[src/rtl/shifter_pkg.sv]
// Shared encodings and the decoded-operation record for the shifter operand unit.
package shifter_pkg;

    localparam logic [2:0] CLS_DP_REG = 3'b000;
    localparam logic [2:0] CLS_DP_IMM = 3'b001;
    localparam logic [2:0] CLS_LS_IMM = 3'b010;
    localparam logic [2:0] CLS_LS_REG = 3'b011;
    localparam logic [2:0] CLS_BRANCH = 3'b101;

    localparam logic [1:0] SH_LSL = 2'b00;
    localparam logic [1:0] SH_LSR = 2'b01;
    localparam logic [1:0] SH_ASR = 2'b10;
    localparam logic [1:0] SH_ROR = 2'b11;

    // Every operand is expressed as rotate-right(data, amt), with bits outside
    // mask replaced by fill; carry is already resolved at decode time.
    typedef struct packed {
        logic [31:0] data;
        logic [4:0]  amt;
        logic [31:0] mask;
        logic        fill;
        logic        carry;
    } dec_op_t;

endpackage

[src/rtl/barrel_rotator.sv]
// Combinational 32-bit rotate-right; result bits outside mask take the fill value.
module barrel_rotator (
    input  logic [31:0] data,
    input  logic [4:0]  amt,
    input  logic [31:0] mask,
    input  logic        fill,
    output logic [31:0] result
);

    logic [31:0] rotated;
    logic [5:0]  wrap_amt;

    // A wrap shift of 32 (amt=0) yields zero, so amt=0 passes data unchanged.
    assign wrap_amt = 6'd32 - {1'b0, amt};
    assign rotated  = (data >> amt) | (data << wrap_amt);
    assign result   = (rotated & mask) | ({32{fill}} & ~mask);

endmodule

[src/rtl/shifter_operand_unit.sv]
// Pipelined shifter-operand / immediate generator with valid-ready handshake;
// decode and boundary handling here, the actual shifting in barrel_rotator.
module shifter_operand_unit #(
    parameter int STAGES       = 2,
    parameter int BRANCH_SHIFT = 2
) (
    input  logic        clk,
    input  logic        reset_n,
    input  logic        in_valid,
    output logic        in_ready,
    input  logic [31:0] instruction,
    input  logic [31:0] rm,
    input  logic [7:0]  rs,
    input  logic        carry_in,
    output logic        out_valid,
    input  logic        out_ready,
    output logic [31:0] operand,
    output logic        carry_out
);
    import shifter_pkg::*;

    function automatic dec_op_t pass_op(input logic [31:0] value, input logic carry);
        dec_op_t op;
        op.data  = value;
        op.amt   = 5'd0;
        op.mask  = '1;
        op.fill  = 1'b0;
        op.carry = carry;
        return op;
    endfunction

    function automatic dec_op_t shift_op(input logic [1:0] sh, input logic [7:0] n,
                                         input logic [31:0] value, input logic cin);
        dec_op_t    op;
        logic [4:0] n5;
        logic       beyond;
        n5     = n[4:0];
        beyond = (n > 8'd32);
        op     = pass_op(value, cin);
        if (n != 8'd0) begin
            case (sh)
                SH_LSL: begin
                    if (n < 8'd32) begin
                        // Left shift by n is a right rotate by 32-n with the low n bits cleared.
                        op.amt   = 5'd0 - n5;
                        op.mask  = 32'hFFFF_FFFF << n5;
                        op.carry = value[5'd0 - n5];
                    end else begin
                        op.mask  = '0;
                        op.carry = beyond ? 1'b0 : value[0];
                    end
                end
                SH_LSR, SH_ASR: begin
                    op.fill = (sh == SH_ASR) && value[31];
                    if (n < 8'd32) begin
                        op.amt   = n5;
                        op.mask  = 32'hFFFF_FFFF >> n5;
                        op.carry = value[n5 - 5'd1];
                    end else begin
                        op.mask  = '0;
                        op.carry = (beyond && sh == SH_LSR) ? 1'b0 : value[31];
                    end
                end
                default: begin
                    // n5=0 wraps the index to 31, giving the multiple-of-32 carry rm[31].
                    op.amt   = n5;
                    op.carry = value[n5 - 5'd1];
                end
            endcase
        end
        return op;
    endfunction

    function automatic dec_op_t imm_shift_op(input logic [1:0] sh, input logic [4:0] n5,
                                             input logic [31:0] value, input logic cin);
        dec_op_t op;
        if (n5 != 5'd0)
            op = shift_op(sh, {3'b000, n5}, value, cin);
        else if (sh == SH_LSL)
            op = pass_op(value, cin);
        else if (sh == SH_ROR)
            op = pass_op({cin, value[31:1]}, value[0]);
        else
            op = shift_op(sh, 8'd32, value, cin);
        return op;
    endfunction

    function automatic logic [31:0] branch_offset(input logic [23:0] imm24);
        logic signed [31:0] offset;
        offset = {{8{imm24[23]}}, imm24};
        return offset <<< BRANCH_SHIFT;
    endfunction

    function automatic dec_op_t decode(input logic [31:0] ins, input logic [31:0] value,
                                       input logic [7:0] amount, input logic cin);
        dec_op_t    op;
        logic [4:0] rot_amt;
        op      = pass_op(32'd0, cin);
        rot_amt = {ins[11:8], 1'b0};
        case (ins[27:25])
            CLS_DP_REG, CLS_LS_REG: begin
                if (!ins[4])
                    op = imm_shift_op(ins[6:5], ins[11:7], value, cin);
                else if (ins[27:25] == CLS_DP_REG) begin
                    if (!ins[7])
                        op = shift_op(ins[6:5], amount, value, cin);
                    else if (ins[22])
                        op.data = {24'd0, ins[11:8], ins[3:0]};
                    else
                        op.data = value;
                end
            end
            CLS_DP_IMM: begin
                op.data = {24'd0, ins[7:0]};
                op.amt  = rot_amt;
                if (rot_amt != 5'd0)
                    op.carry = op.data[rot_amt - 5'd1];
            end
            CLS_LS_IMM: op.data = {20'd0, ins[11:0]};
            CLS_BRANCH: op.data = branch_offset(ins[23:0]);
            default: ;
        endcase
        return op;
    endfunction

    dec_op_t     dec_now;
    dec_op_t     rot_in;
    logic [31:0] rot_result;
    logic        accept;
    logic        adv_out;
    logic        load_out;
    logic        vld_p1;
    logic [31:0] operand_p1;
    logic        carry_p1;
    logic        unused_bits;

    assign unused_bits = ^{instruction[31:28], instruction[24]};
    assign dec_now     = decode(instruction, rm, rs, carry_in);
    assign adv_out     = !vld_p1 || out_ready;
    assign accept      = in_valid && in_ready;

    generate
        if (STAGES == 2) begin : g_two_stage
            dec_op_t dec_p0;
            logic    vld_p0;

            // Stage 0: decoded operation
            always_ff @(posedge clk) begin
                if (!reset_n)
                    vld_p0 <= 1'b0;
                else if (!vld_p0 || adv_out)
                    vld_p0 <= accept;
            end

            always_ff @(posedge clk) begin
                if (accept)
                    dec_p0 <= dec_now;
            end

            assign in_ready = reset_n && (!vld_p0 || adv_out);
            assign rot_in   = dec_p0;
            assign load_out = vld_p0 && adv_out;
        end else begin : g_one_stage
            assign in_ready = reset_n && adv_out;
            assign rot_in   = dec_now;
            assign load_out = accept;
        end
    endgenerate

    barrel_rotator u_rotator (
        .data   (rot_in.data),
        .amt    (rot_in.amt),
        .mask   (rot_in.mask),
        .fill   (rot_in.fill),
        .result (rot_result)
    );

    // Stage 1: rotated operand and carry, held while the consumer stalls
    always_ff @(posedge clk) begin
        if (!reset_n) begin
            vld_p1     <= 1'b0;
            operand_p1 <= 32'd0;
            carry_p1   <= 1'b0;
        end else begin
            if (adv_out)
                vld_p1 <= load_out;
            if (load_out) begin
                operand_p1 <= rot_result;
                carry_p1   <= rot_in.carry;
            end
        end
    end

    assign out_valid = vld_p1;
    assign operand   = operand_p1;
    assign carry_out = carry_p1;

endmodule

[config.mk]
export PLATFORM = sky130hd
export DESIGN_NAME = shifter_operand_unit
export DESIGN_NICKNAME = d
export VERILOG_FILES = /design/src/rtl/shifter_pkg.sv /design/src/rtl/barrel_rotator.sv /design/src/rtl/shifter_operand_unit.sv
export SDC_FILE = /design/constraint.sdc
export NUM_CORES = 1
export LEC_CHECK = 0
export ABC_CLOCK_PERIOD_IN_PS = 5200
export BUFFER_PORTS_ARGS = -buffer_cell sky130_fd_sc_hd__buf_4
export CORE_MARGIN = 3
export CORE_UTILIZATION = 39
export CTS_CLUSTER_SIZE = 24
export DETAILED_ROUTE_END_ITERATION = 6
export PLACE_DENSITY = 0.65
export SYNTH_ARGS = -nofsm -noshare
export SYNTH_HDL_FRONTEND = slang
export SYNTH_SLANG_ARGS = --single-unit
[constraint.sdc]
create_clock -name clk -period 5.2 [get_ports clk]
set_clock_uncertainty 0.15 [all_clocks]
set_input_delay 1.04 -clock clk [delete_from_list [all_inputs] [get_ports clk]]
set_output_delay 1.04 -clock clk [all_outputs]
set_load 0.02 [all_outputs]
# Yosys cells after proc, flatten, opt, wreduce, memory -nomap -nowiden
# Cells that the tools add are included.
[op_classes]
n_reduce_logical = 16
mux = 39
magnitude_cmp = 7
shift = 6
add_sub_neg = 6
n_bitwise = 5
n_eq_ne = 7
[op_table]
columns = ["cell", "count"]
rows = [
  ["71-bit two-way mux", 5],
  ["32-bit two-way mux", 5],
  ["32-bit case mux with 2 select lines", 2],
  ["32-bit case mux with 4 select lines", 1],
  ["39-bit two-way mux", 2],
  ["32-bit bitwise AND", 2],
  ["32-bit bitwise OR", 2],
  ["32-bit by 5-bit left shift with 32-bit output, first input constant", 2],
  ["32-bit by 5-bit >> shifter with 32-bit output, first input constant", 2],
  ["32-bit inverter", 1],
  ["32-bit by 6-bit left shift with 32-bit output", 1],
  ["32-bit by 5-bit >> shifter with 32-bit output", 1],
  ["5-bit by 6-bit less-than comparator with 1-bit output, second input constant", 5],
  ["1-bit binary-select mux with 5-bit select", 5],
  ["5-bit case mux with 2 select lines", 2],
  ["5-bit two-way mux", 3],
  ["5-bit by 1-bit subtractor with 5-bit output, second input constant", 3],
  ["1-bit two-way mux", 12],
  ["1-bit by 5-bit subtractor with 5-bit output, first input constant", 2],
  ["8-bit by 6-bit > comparator with 1-bit output, second input constant", 1],
  ["8-bit by 6-bit less-than comparator with 1-bit output, second input constant", 1],
  ["8-bit nonzero test", 1],
  ["3-bit by 2-bit == test with 1-bit output, second input constant", 2],
  ["6-bit by 5-bit subtractor with 6-bit output, first input constant", 1],
  ["13 further kinds", 22],
]
[word_totals]
word_cells = 95
regBits = 106
output_inout_bits = 35
input_bits = 77

# Depth between registers and ports, before layout
# Gate-level depths: netlist (run 1).
[depth]
word_depth = 10
mapped_depth = 16
depth_no_buf = 10

# Modules after synthesis
# Synthesis (run 1) repeated with hierarchy kept, for this count alone.
[unflattened]
hier_cells = 1327
area_unflattened_um2 = 11880.1
[by_module_without_submodules]
columns = ["module", "cells_per_inst", "area_each_um2", "n_inst", "seq_area_each_um2"]
rows = [
  ["shifter_operand_unit", 870, 7826.3, 1, 2832.7],
  ["barrel_rotator", 457, 4053.9, 1, 0.0],
]

# Least setup slack after synthesis (run 1)
# OpenSTA, ideal clock, no wires.
[synth_timing]
path_kind = "input -> register"
startpoint = "in rs[0]"
endpoint = "reg g_two_stage.dec_p0[0] (netlist bit), data pin"
setup_time_ns = 0.261
stages = 11
t_required_ns = 4.789
path_slack_ns = 0.676
path_buffers = 4
arrival_time_ns = 4.113
path_cell_list = "buf_2 > buf_1 > inv_1 > ha_1 > clkbuf_1 > buf_1 > mux4_2 > mux4_2 > mux2i_1 > nor3_1 > o32a_1"
[synth_rtl]
columns = ["item", "line", "rtl"]
rows = [
  ["start, declared", "shifter_operand_unit.sv:13", "input logic [7:0] rs,"],
  ["end signal, assigned", "shifter_operand_unit.sv:157", "dec_p0 <= dec_now;"],
  ["end, declared", "shifter_operand_unit.sv:144", "dec_op_t dec_p0;"],
]

==> impl_metrics.json, run 1 <==
{
  "status": "completed",
  "firstDrtPassIters": 6,
  "hp-start": "operand[30]$_SDFFE_PN0P_",
  "worstSetupEndpointType": "flop",
  "intPower_mw": 1.621,
  "top_usage_layer": "met2",
  "core_um2": 28160,
  "antenna_found_initial": 0,
  "cts_buffers": 9,
  "period_needed_ns": 3.913,
  "drtIter0Drc": 1671,
  "die_area_um2": 31030,
  "grt_max_degree": 42,
  "wl_per_cell_um": 22.97,
  "rows": 61,
  "worst_ep_arrival_time_ns": 3.87,
  "critPathMaxFanout": 32,
  "fmax_ghz": 0.2556,
  "power_density_nw_per_um2": 198.9,
  "synth_edf_count": 71,
  "drive_gt1_frac": 0.2124,
  "postCtsResizedCells": 0,
  "relSlewSlack": 0.2803,
  "synth_area_um2": 11290,
  "p_leak_nw": 4.500,
  "yosys-top-cells-area": "edfxtp_1 19%, mux4_2 14%, dfxtp_1 6.2%",
  "pwr-share-comb": 0.327,
  "ys_seq_area_frac": 0.2509,
  "finalWorstSetupSlack_ns": 1.287,
  "syn_inst": 1331,
  "finalCritPeriodShare": 0.7525,
  "r2r_start": "g_two_stage.dec_p0[34]$_DFFE_PP_",
  "globalplace.congestion": 1.011,
  "final_cell_mix": "150 x nand2_1, 139 x o21ai_0, 132 x buf_4",
  "cts.clk_slew.worst_paths_ns": 0.08,
  "yosys.area.top_type": "edfxtp_1",
  "crit_required_ns": 5.15,
  "ant_nets": 0,
  "clock_sinks": 106,
  "cts_setup_buffers": 0,
  "rrSetupSlack_ns": 1.70,
  "final_net_count": 1441,
  "die_x_um": 176.2,
  "holdWs_ns": 0.2903,
  "grt_pass1_vias": 10229,
  "clock_path_buffers": 2,
  "grtUsageMet1": 0.3579,
  "io_buffer_count": 106,
  "n_antenna_cell": 0,
  "cp-startpoint": "instruction[7]",
  "yosysWarnings": 0,
  "layout_commonest_cell": "nand2_1",
  "vias": 11319,
  "dp.cells": 1713,
  "cts_max_level": 3,
  "drv_slew": 0,
  "crit_type": "input port to flop",
  "root_buffer": "clkbuf_16",
  "wirelength_mm": 39.72,
  "hold_violations": 0,
  "tns_ns": 0,
  "finalSetupViolCount": 0,
  "place_ws_ns": 0.8867,
  "area_growth_pct": 10.98,
  "overflow": 0,
  "power.switching_mw": 0.8713,
  "power_frac_clock": 0.277,
  "met2_usage": 0.3796,
  "track_usage": 0.2483,
  "synth_top_area_share": 0.1888,
  "p_seq_frac": 0.395,
  "io_pins": 112,
  "cap_violations": 0,
  "use_met3": 0.02817,
  "crit_path_max_incr_delay_ns": 0.61,
  "swShare": 0.3496,
  "ys_async_sr_fraction": 0,
  "dp_hpwl_mm": 30.24,
  "fp.dieH_um": 176.2,
  "synthesis.nets": 1426,
  "critPathSlowestCell": "ha_1",
  "cts_tree": "built",
  "synthFlopType": "edfxtp_1",
  "drc": 0,
  "grt_pass1_wl_mm": 60.74,
  "postSynthAreaPerCell_um2": 8.484,
  "synth_seq_cells": 106,
  "path_cells": "buf_4, inv_1, ha_1, nor3b_1, ha_1, a31oi_1, a31o_2, a222oi_1, nand2_1, o21ai_0, o21ai_0",
  "crit_path_start_kind": "input port",
  "ctsHoldBuffers": 0,
  "worst_pin_slew_ns": 1.080,
  "grt_setup_unrepaired": "no",
  "vias_per_cell": 6.547,
  "synth_cell_types": 73,
  "final_cell_count_no_fill": 1729,
  "vdd_drop_max_mv": 0.1291,
  "hp-class": "flop to flop",
  "report.power.total_mw": 2.492,
  "clock_latency_ns": 0.37,
  "start_util": 0.4010
}
-- registers in the layout, indices dropped and copies added, names as in the netlist --
signal and cells:
g_two_stage.dec_p0 71, carry_out 1, out_valid 1, g_two_stage.vld_p0 1, operand 32
-- critical path: cells and delay by family --
kind	cells	cell delay (ns)
compound gates	5	1.23
buf+inv	2	0.35
simple gates	2	0.42
fa+ha+maj	2	0.81
-- path summary, 6_finish.rpt --
path,to,cells past startpoint
hold reg to reg,operand[30]$_SDFFE_PN0P_,2
hold / removal,operand[30]$_SDFFE_PN0P_,2
setup reg to reg,operand[21]$_SDFFE_PN0P_,9
setup / recovery,g_two_stage.dec_p0[45]$_DFFE_PP_,11
-- layout make-up --
| class | instances | area, um2 |
|---|---|---|
| Inverter | 26 | 97.59 |
| Sequential cell | 106 | 2833 |
| Fill cell | 2775 | 15630 |
| Multi-Input combinational cell | 1071 | 7839 |
| Timing Repair Buffer | 132 | 991.0 |
| Clock inverter | 7 | 73.82 |
| Clock buffer | 9 | 225.2 |
| Tap cell | 378 | 473.0 |
-- through the flow --
stage | util | cell area, um2
5_1_grt | 0.4450 | 12530
2_1_floorplan | - | 11290
4_1_cts | 0.4450 | 12530
3_3_place_gp | 0.4344 | 12230
6_report | 0.4450 | 12530
3_5_place_dp | 0.4344 | 12230
-- logic make-up after synthesis --
group,Yosys count,share of synthesized area
flip-flops,106,0.2509
buffers and inverters,154,0.05573
AO/OA/AOI/OAI,495,0.2876
adder cells (fa/ha/maj),18,0.01994
AND/OR/NAND/NOR,392,0.1575
XOR/XNOR,9,0.009972
multiplexers,157,0.2184
-- power groups by stage --
| stage | sequential, mW | clock, mW | combinational [mW] |
|---|---|---|---|
| final | 0.986 | 0.691 | 0.815 |
| after detailed placement | 1.00 | 0 | 0.799 |
| after global placement | 1.00 | 0 | 0.792 |
| after global routing | 0.989 | 0.728 | 0.880 |
| after CTS | 0.984 | 0.701 | 0.801 |
| after floorplan | 1.00 | 0 | 0.534 |
-- synthesized netlist by cell type (9+ instances only) --
master / instances
a211oi_1: 22
a21boi_0: 9
a21oi_1: 91
a221oi_1: 22
a22oi_1: 38
a2bb2oi_1: 13
a31oi_1: 14
and2_1: 14
buf_1: 13
buf_2: 17
clkbuf_1: 92
dfxtp_1: 35
edfxtp_1: 71
ha_1: 18
inv_1: 19
mux2_2: 35
mux2i_1: 54
mux4_2: 68
nand2_1: 150
nand2b_1: 15
nand3_1: 23
nor2_1: 110
nor2b_1: 10
nor3_1: 17
o211ai_1: 29
o21ai_0: 139
o221ai_1: 25
o22ai_1: 25
or2_2: 23
or3_1: 12
-- per-layer routing --
layer / wire length (um) / up-vias
met5: 0 / -
met4: 1738 / 0
met3: 3409 / 96
met2: 17550 / 649
met1: 17020 / 5378
li1: - / 5196
No activity file was read; power rests on OpenSTA's default activity.
==> inputs of run 2 (changes only) <==
ABC_CLOCK_PERIOD_IN_PS = 3420   (was 5200)
PLACE_DENSITY = 0.67   (was 0.65)
clock period = 3.42 ns   (was 5.2 ns; I/O delays follow)
==> impl_metrics.json, run 2 (synthesis gave the netlist of run 1 again) <==
{
  "status": "finished, violations left",
  "violations": "DRC",
  "stdcell_area_um2": 12930,
  "place_ws_ns": 0.07866,
  "relSlewSlack": 0.2995,
  "cap_violations": 0,
  "hp-class": "flop to flop",
  "crit_path_frequent_cell": "nand2_1",
  "finalSetupViolCount": 0,
  "vdd_drop_max_mv": 0.3097,
  "grt_setup_unrepaired": "no",
  "largest_reg_flops": 71,
  "holdPathStages": 2,
  "final_cell_mix": "170 x buf_4, 150 x nand2_1, 139 x o21ai_0",
  "period_needed_ns": 3.121,
  "rows": 61,
  "final_cell_count_no_fill": 1772,
  "wl_per_cell_um": 23.10,
  "worst_ep_arrival_time_ns": 3.27,
  "antenna_found_initial": 0,
  "holdWs_ns": 0.2869,
  "cts_tree": "built",
  "ant_nets": 0,
  "drc": 17,
  "io_pins": 112,
  "dpl_cell_area_um2": 12620,
  "critPathSlowestCell": "or3b_2",
  "drive_gt1_frac": 0.2367,
  "finalCritPeriodShare": 0.9126,
  "globalplace.congestion": 0.9911,
  "report.power.total_mw": 3.857,
  "multi_input_area_um2": 7839,
  "drtIter0Drc": 1417,
  "dp.cells": 1756,
  "fmax_ghz": 0.3204,
  "wirelength_mm": 40.93,
  "p_leak_nw": 4.730,
  "ctsHoldBuffers": 0,
  "postCtsResizedCells": 0,
  "cts.clk_slew.worst_paths_ns": 0.08,
  "start_util": 0.4010,
  "crit_path_max_incr_delay_ns": 0.57,
  "die_x_um": 176.2,
  "drv_slew": 0,
  "hp-start": "operand[18]$_SDFFE_PN0P_",
  "critPathMaxFanout": 11,
  "largest-register": "g_two_stage.dec_p0",
  "root_buffer": "clkbuf_16",
  "finalWorstSetupSlack_ns": 0.2989,
  "crit_path_start_kind": "flop",
  "power_density_nw_per_um2": 298.2,
  "fp.dieH_um": 176.2,
  "path_cells": "inv_1, ha_1, buf_4, or3b_2, nand2_1, o21ai_0, a21oi_1, nand2_1, a31oi_1, a21o_1",
  "vias": 11357,
  "cts_buffers": 9,
  "cts_max_level": 3,
  "n_fill_cell": 2765,
  "overflow": 0,
  "final_net_count": 1484,
  "worst_pin_slew_ns": 1.051,
  "dp_hpwl_mm": 31.72,
  "hold_violations": 0,
  "area_growth_pct": 14.53,
  "n_antenna_cell": 0,
  "grt_pass1_vias": 10399,
  "rrSetupSlack_ns": 0.30,
  "firstDrtPassIters": 7,
  "layout_commonest_cell": "buf_4",
  "track_usage": 0.2584,
  "clock_latency_ns": 0.35,
  "crit_type": "flop to flop",
  "clock_sinks": 106,
  "whs_endpoint": "operand[18]$_SDFFE_PN0P_",
  "grt_pass1_wl_mm": 62.63,
  "clock_path_buffers": 2,
  "r2r_cells": 10,
  "worstSetupEndpointType": "flop",
  "crit_required_ns": 3.57,
  "r2r_start": "g_two_stage.dec_p0[34]$_DFFE_PP_",
  "core_um2": 28160,
  "die_area_um2": 31030,
  "cts_setup_buffers": 0,
  "seq_area_um2": 2833,
  "r2r-end": "operand[12]$_SDFFE_PN0P_",
  "grt_max_degree": 61,
  "io_buffer_count": 106,
  "vias_per_cell": 6.409
}
-- run 2: area by class of cell --
| cell class | instances | share of cell area |
|---|---|---|
| clock buffer | 9 | 0.01741 |
| clock inverter | 7 | 0.006869 |
| inverter | 26 | 0.007546 |
| multi-input combinational | 1071 | 0.6061 |
| sequential | 106 | 0.2190 |
| tap | 378 | 0.03657 |
| timing repair buffer | 175 | 0.1064 |
-- run 2: layer usage --
layer / GRT usage / routed length (um) / up-vias / part of all wire
met5: 0 / 0 / - / 0
met4: 0.1033 / 1767 / 0 / 0.043
met2: 0.4013 / 18450 / 589 / 0.45
li1: - / - / 5282 / -
met1: 0.3707 / 17830 / 5399 / 0.44
met3: 0.02581 / 2873 / 87 / 0.070
-- run 2: worst max-delay path by stage --
stage / startpoint / end / slack, ns
floorplan: rs[0] / g_two_stage.dec_p0[0]$_DFFE_PP_ / -0.24
global placement: rs[1] / g_two_stage.dec_p0[0]$_DFFE_PP_ / 0.06
detailed placement: rs[1] / g_two_stage.dec_p0[0]$_DFFE_PP_ / 0.08
CTS: g_two_stage.dec_p0[34]$_DFFE_PP_ / operand[23]$_SDFFE_PN0P_ / 0.36
global route: g_two_stage.dec_p0[34]$_DFFE_PP_ / operand[23]$_SDFFE_PN0P_ / 0.08
finish: g_two_stage.dec_p0[34]$_DFFE_PP_ / operand[12]$_SDFFE_PN0P_ / 0.30
-- run 2: critical path, delay by kind of cell, from the launching register on --
| kind | cells | cell delay (ns) |
|---|---|---|
| simple gates | 3 | 0.77 |
| fa+ha+maj | 1 | 0.28 |
| flops | 1 | 0.44 |
| compound gates | 4 | 1.08 |
| buf+inv | 2 | 0.35 |
-- run 2: report_power, final --
group	total [mW]	switching (mW)	internal [mW]
clock network	1.06	0.531	0.531
registers	1.50	0.0613	1.44
logic	1.30	0.749	0.549
-- run 2: stage by stage --
stage | setup TNS, ns | utilization
after global placement | 0 | 0.4480
after floorplan | -0.2392 | -
after detailed placement | 0 | 0.4480
after global routing | 0 | 0.4592
final | 0 | 0.4592
after CTS | 0 | 0.4592
==> inputs of run 3 (changes only) <==
CORE_ASPECT_RATIO = 0.5   (was default)
==> impl_metrics.json, run 3 (synthesis gave the netlist of run 1 again) <==
{
  "start_util": 0.4021,
  "critPathSlowestCell": "o21ai_0",
  "ant_nets": 0,
  "rrSetupSlack_ns": 0.03,
  "clock_path_buffers": 2,
  "io_pins": 112,
  "cts_buffers": 9,
  "postCtsResizedCells": 0,
  "p_leak_nw": 4.684,
  "layout_commonest_cell": "buf_4",
  "drtIter0Drc": 1743,
  "final_cell_count_no_fill": 1771,
  "firstDrtPassIters": 7,
  "multi_input_area_um2": 7839,
  "hp-class": "flop to flop",
  "critPathMaxFanout": 11,
  "antenna_found_initial": 0,
  "final_net_count": 1479,
  "core_um2": 28080,
  "vdd_drop_max_mv": 0.2554,
  "cts.clk_slew.worst_paths_ns": 0.08,
  "area_growth_pct": 13.92,
  "cts_setup_buffers": 0,
  "crit_buf_inv": 2,
  "cts_max_level": 3,
  "r2r_cells": 9,
  "overflow": 0,
  "drv_slew": 0,
  "largest_reg_flops": 71,
  "wirelength_mm": 45.03,
  "cp.depth": 9,
  "power.switching_mw": 1.348,
  "wl_per_cell_um": 25.43,
  "grt_max_degree": 79,
  "finalCritPeriodShare": 0.9902,
  "dp_hpwl_mm": 34.04,
  "die_area_um2": 31160,
  "relSlewSlack": 0.2211,
  "globalplace.congestion": 0.9964,
  "n_antenna_cell": 0,
  "drive_gt1_frac": 0.2333,
  "cap_violations": 0,
  "violations": "DRC",
  "rows": 43,
  "grt_pass1_vias": 10595,
  "worst_pin_slew_ns": 1.156,
  "hold_violations": 0,
  "grt_setup_unrepaired": "no",
  "crit_required_ns": 3.53,
  "path_cells": "inv_1, ha_1, clkinv_1, mux2i_1, o21ai_0, a21oi_1, nand2_1, a31oi_1, a21o_1",
  "cts_tree": "built",
  "power_frac_clock": 0.259,
  "vias": 11813,
  "crit_path_start_kind": "flop",
  "fmax_ghz": 0.2953,
  "finalWorstSetupSlack_ns": 0.03351,
  "power_density_nw_per_um2": 298.0,
  "grt_pass1_wl_mm": 66.83,
  "n_fill_cell": 2773,
  "intPower_mw": 2.485,
  "cpLargestDelayFamily": "compound AO/OA/AOI/OAI gates",
  "period_needed_ns": 3.386,
  "clock_latency_ns": 0.36,
  "final_cell_mix": "165 x buf_4, 150 x nand2_1, 139 x o21ai_0",
  "die_x_um": 246.6,
  "status": "finished, violations left",
  "holdPathStages": 2,
  "p_seq_frac": 0.394,
  "dp.cells": 1755,
  "pwr-share-comb": 0.347,
  "largest-register": "g_two_stage.dec_p0",
  "finalSetupViolCount": 0,
  "worst_ep_arrival_time_ns": 3.49,
  "io_buffer_count": 106,
  "place_ws_ns": -0.02230,
  "track_usage": 0.2797,
  "clock_sinks": 106,
  "fp.dieH_um": 126.3,
  "crit_type": "flop to flop",
  "report.power.total_mw": 3.833,
  "ctsHoldBuffers": 0,
  "vias_per_cell": 6.670,
  "swShare": 0.3518,
  "crit_path_max_incr_delay_ns": 0.90,
  "seq_area_um2": 2833,
  "drc": 19,
  "root_buffer": "clkbuf_16",
  "worstSetupEndpointType": "flop",
  "tns_ns": 0
}
[run 3: cell types whose count changed in the layout (fill, tap and decap cells not counted)]
cell        delta
buf_4          -5
clkinv_8       -2
clkinvlp_4     +2
clkbuf_1       +1
clkinv_2       +1
clkinv_4       -1
inv_12         -1
inv_6          +1
inv_8          -1
[run 3: cell type report]
| class | count | area share |
|---|---|---|
| clock buffer | 10 | 0.01780 |
| clock inverter | 6 | 0.003793 |
| inverter | 26 | 0.007587 |
| multi-input combinational | 1071 | 0.6094 |
| sequential | 106 | 0.2202 |
| tap | 382 | 0.03716 |
| timing repair buffer | 170 | 0.1041 |
[run 3: through the flow]
stage | instance area [um2] | utilization | hold slack [ns]
after floorplan | 11300 | - | 0.3447
after global placement | 12590 | 0.4481 | 0.2797
after detailed placement | 12590 | 0.4481 | 0.2882
after CTS | 12860 | 0.4580 | 0.2981
after global routing | 12860 | 0.4580 | 0.3156
final | 12860 | 0.4580 | 0.2961
[run 3: per-layer routing]
metal / vias up / routed length [um] / global-route usage
met2: 745 / 18520 / 0.3945
met1: 5720 / 20210 / 0.4297
met5: - / 0 / 0
met3: 87 / 4842 / 0.04943
li1: 5261 / - / -
met4: 0 / 1465 / 0.08959
[run 3: final timing paths]
kind                                         start                        to
setup reg to reg  g_two_stage.dec_p0[34]$_DFFE_PP_  operand[12]$_SDFFE_PN0P_
hold / removal            operand[20]$_SDFFE_PN0P_  operand[20]$_SDFFE_PN0P_
hold reg to reg           operand[20]$_SDFFE_PN0P_  operand[20]$_SDFFE_PN0P_
setup / recovery  g_two_stage.dec_p0[34]$_DFFE_PP_  operand[12]$_SDFFE_PN0P_
[run 3: worst register-to-register path, stage by stage, from the launching register on]
cell and delay, ns:
edfxtp_1 0.43, inv_1 0.11, ha_1 0.35, clkinv_1 0.40, mux2i_1 0.23, o21ai_0 0.90, a21oi_1 0.33, nand2_1 0.15
a31oi_1 0.09, a21o_1 0.15
[run 3: power groups by stage]
stage | Combinational (mW) | Clock (mW) | Sequential, mW
floorplan | 0.813 | 0 | 1.52
global placement | 1.28 | 0 | 1.53
detailed placement | 1.29 | 0 | 1.54
CTS | 1.29 | 1.01 | 1.51
global route | 1.42 | 1.06 | 1.51
finish | 1.33 | 0.994 | 1.51
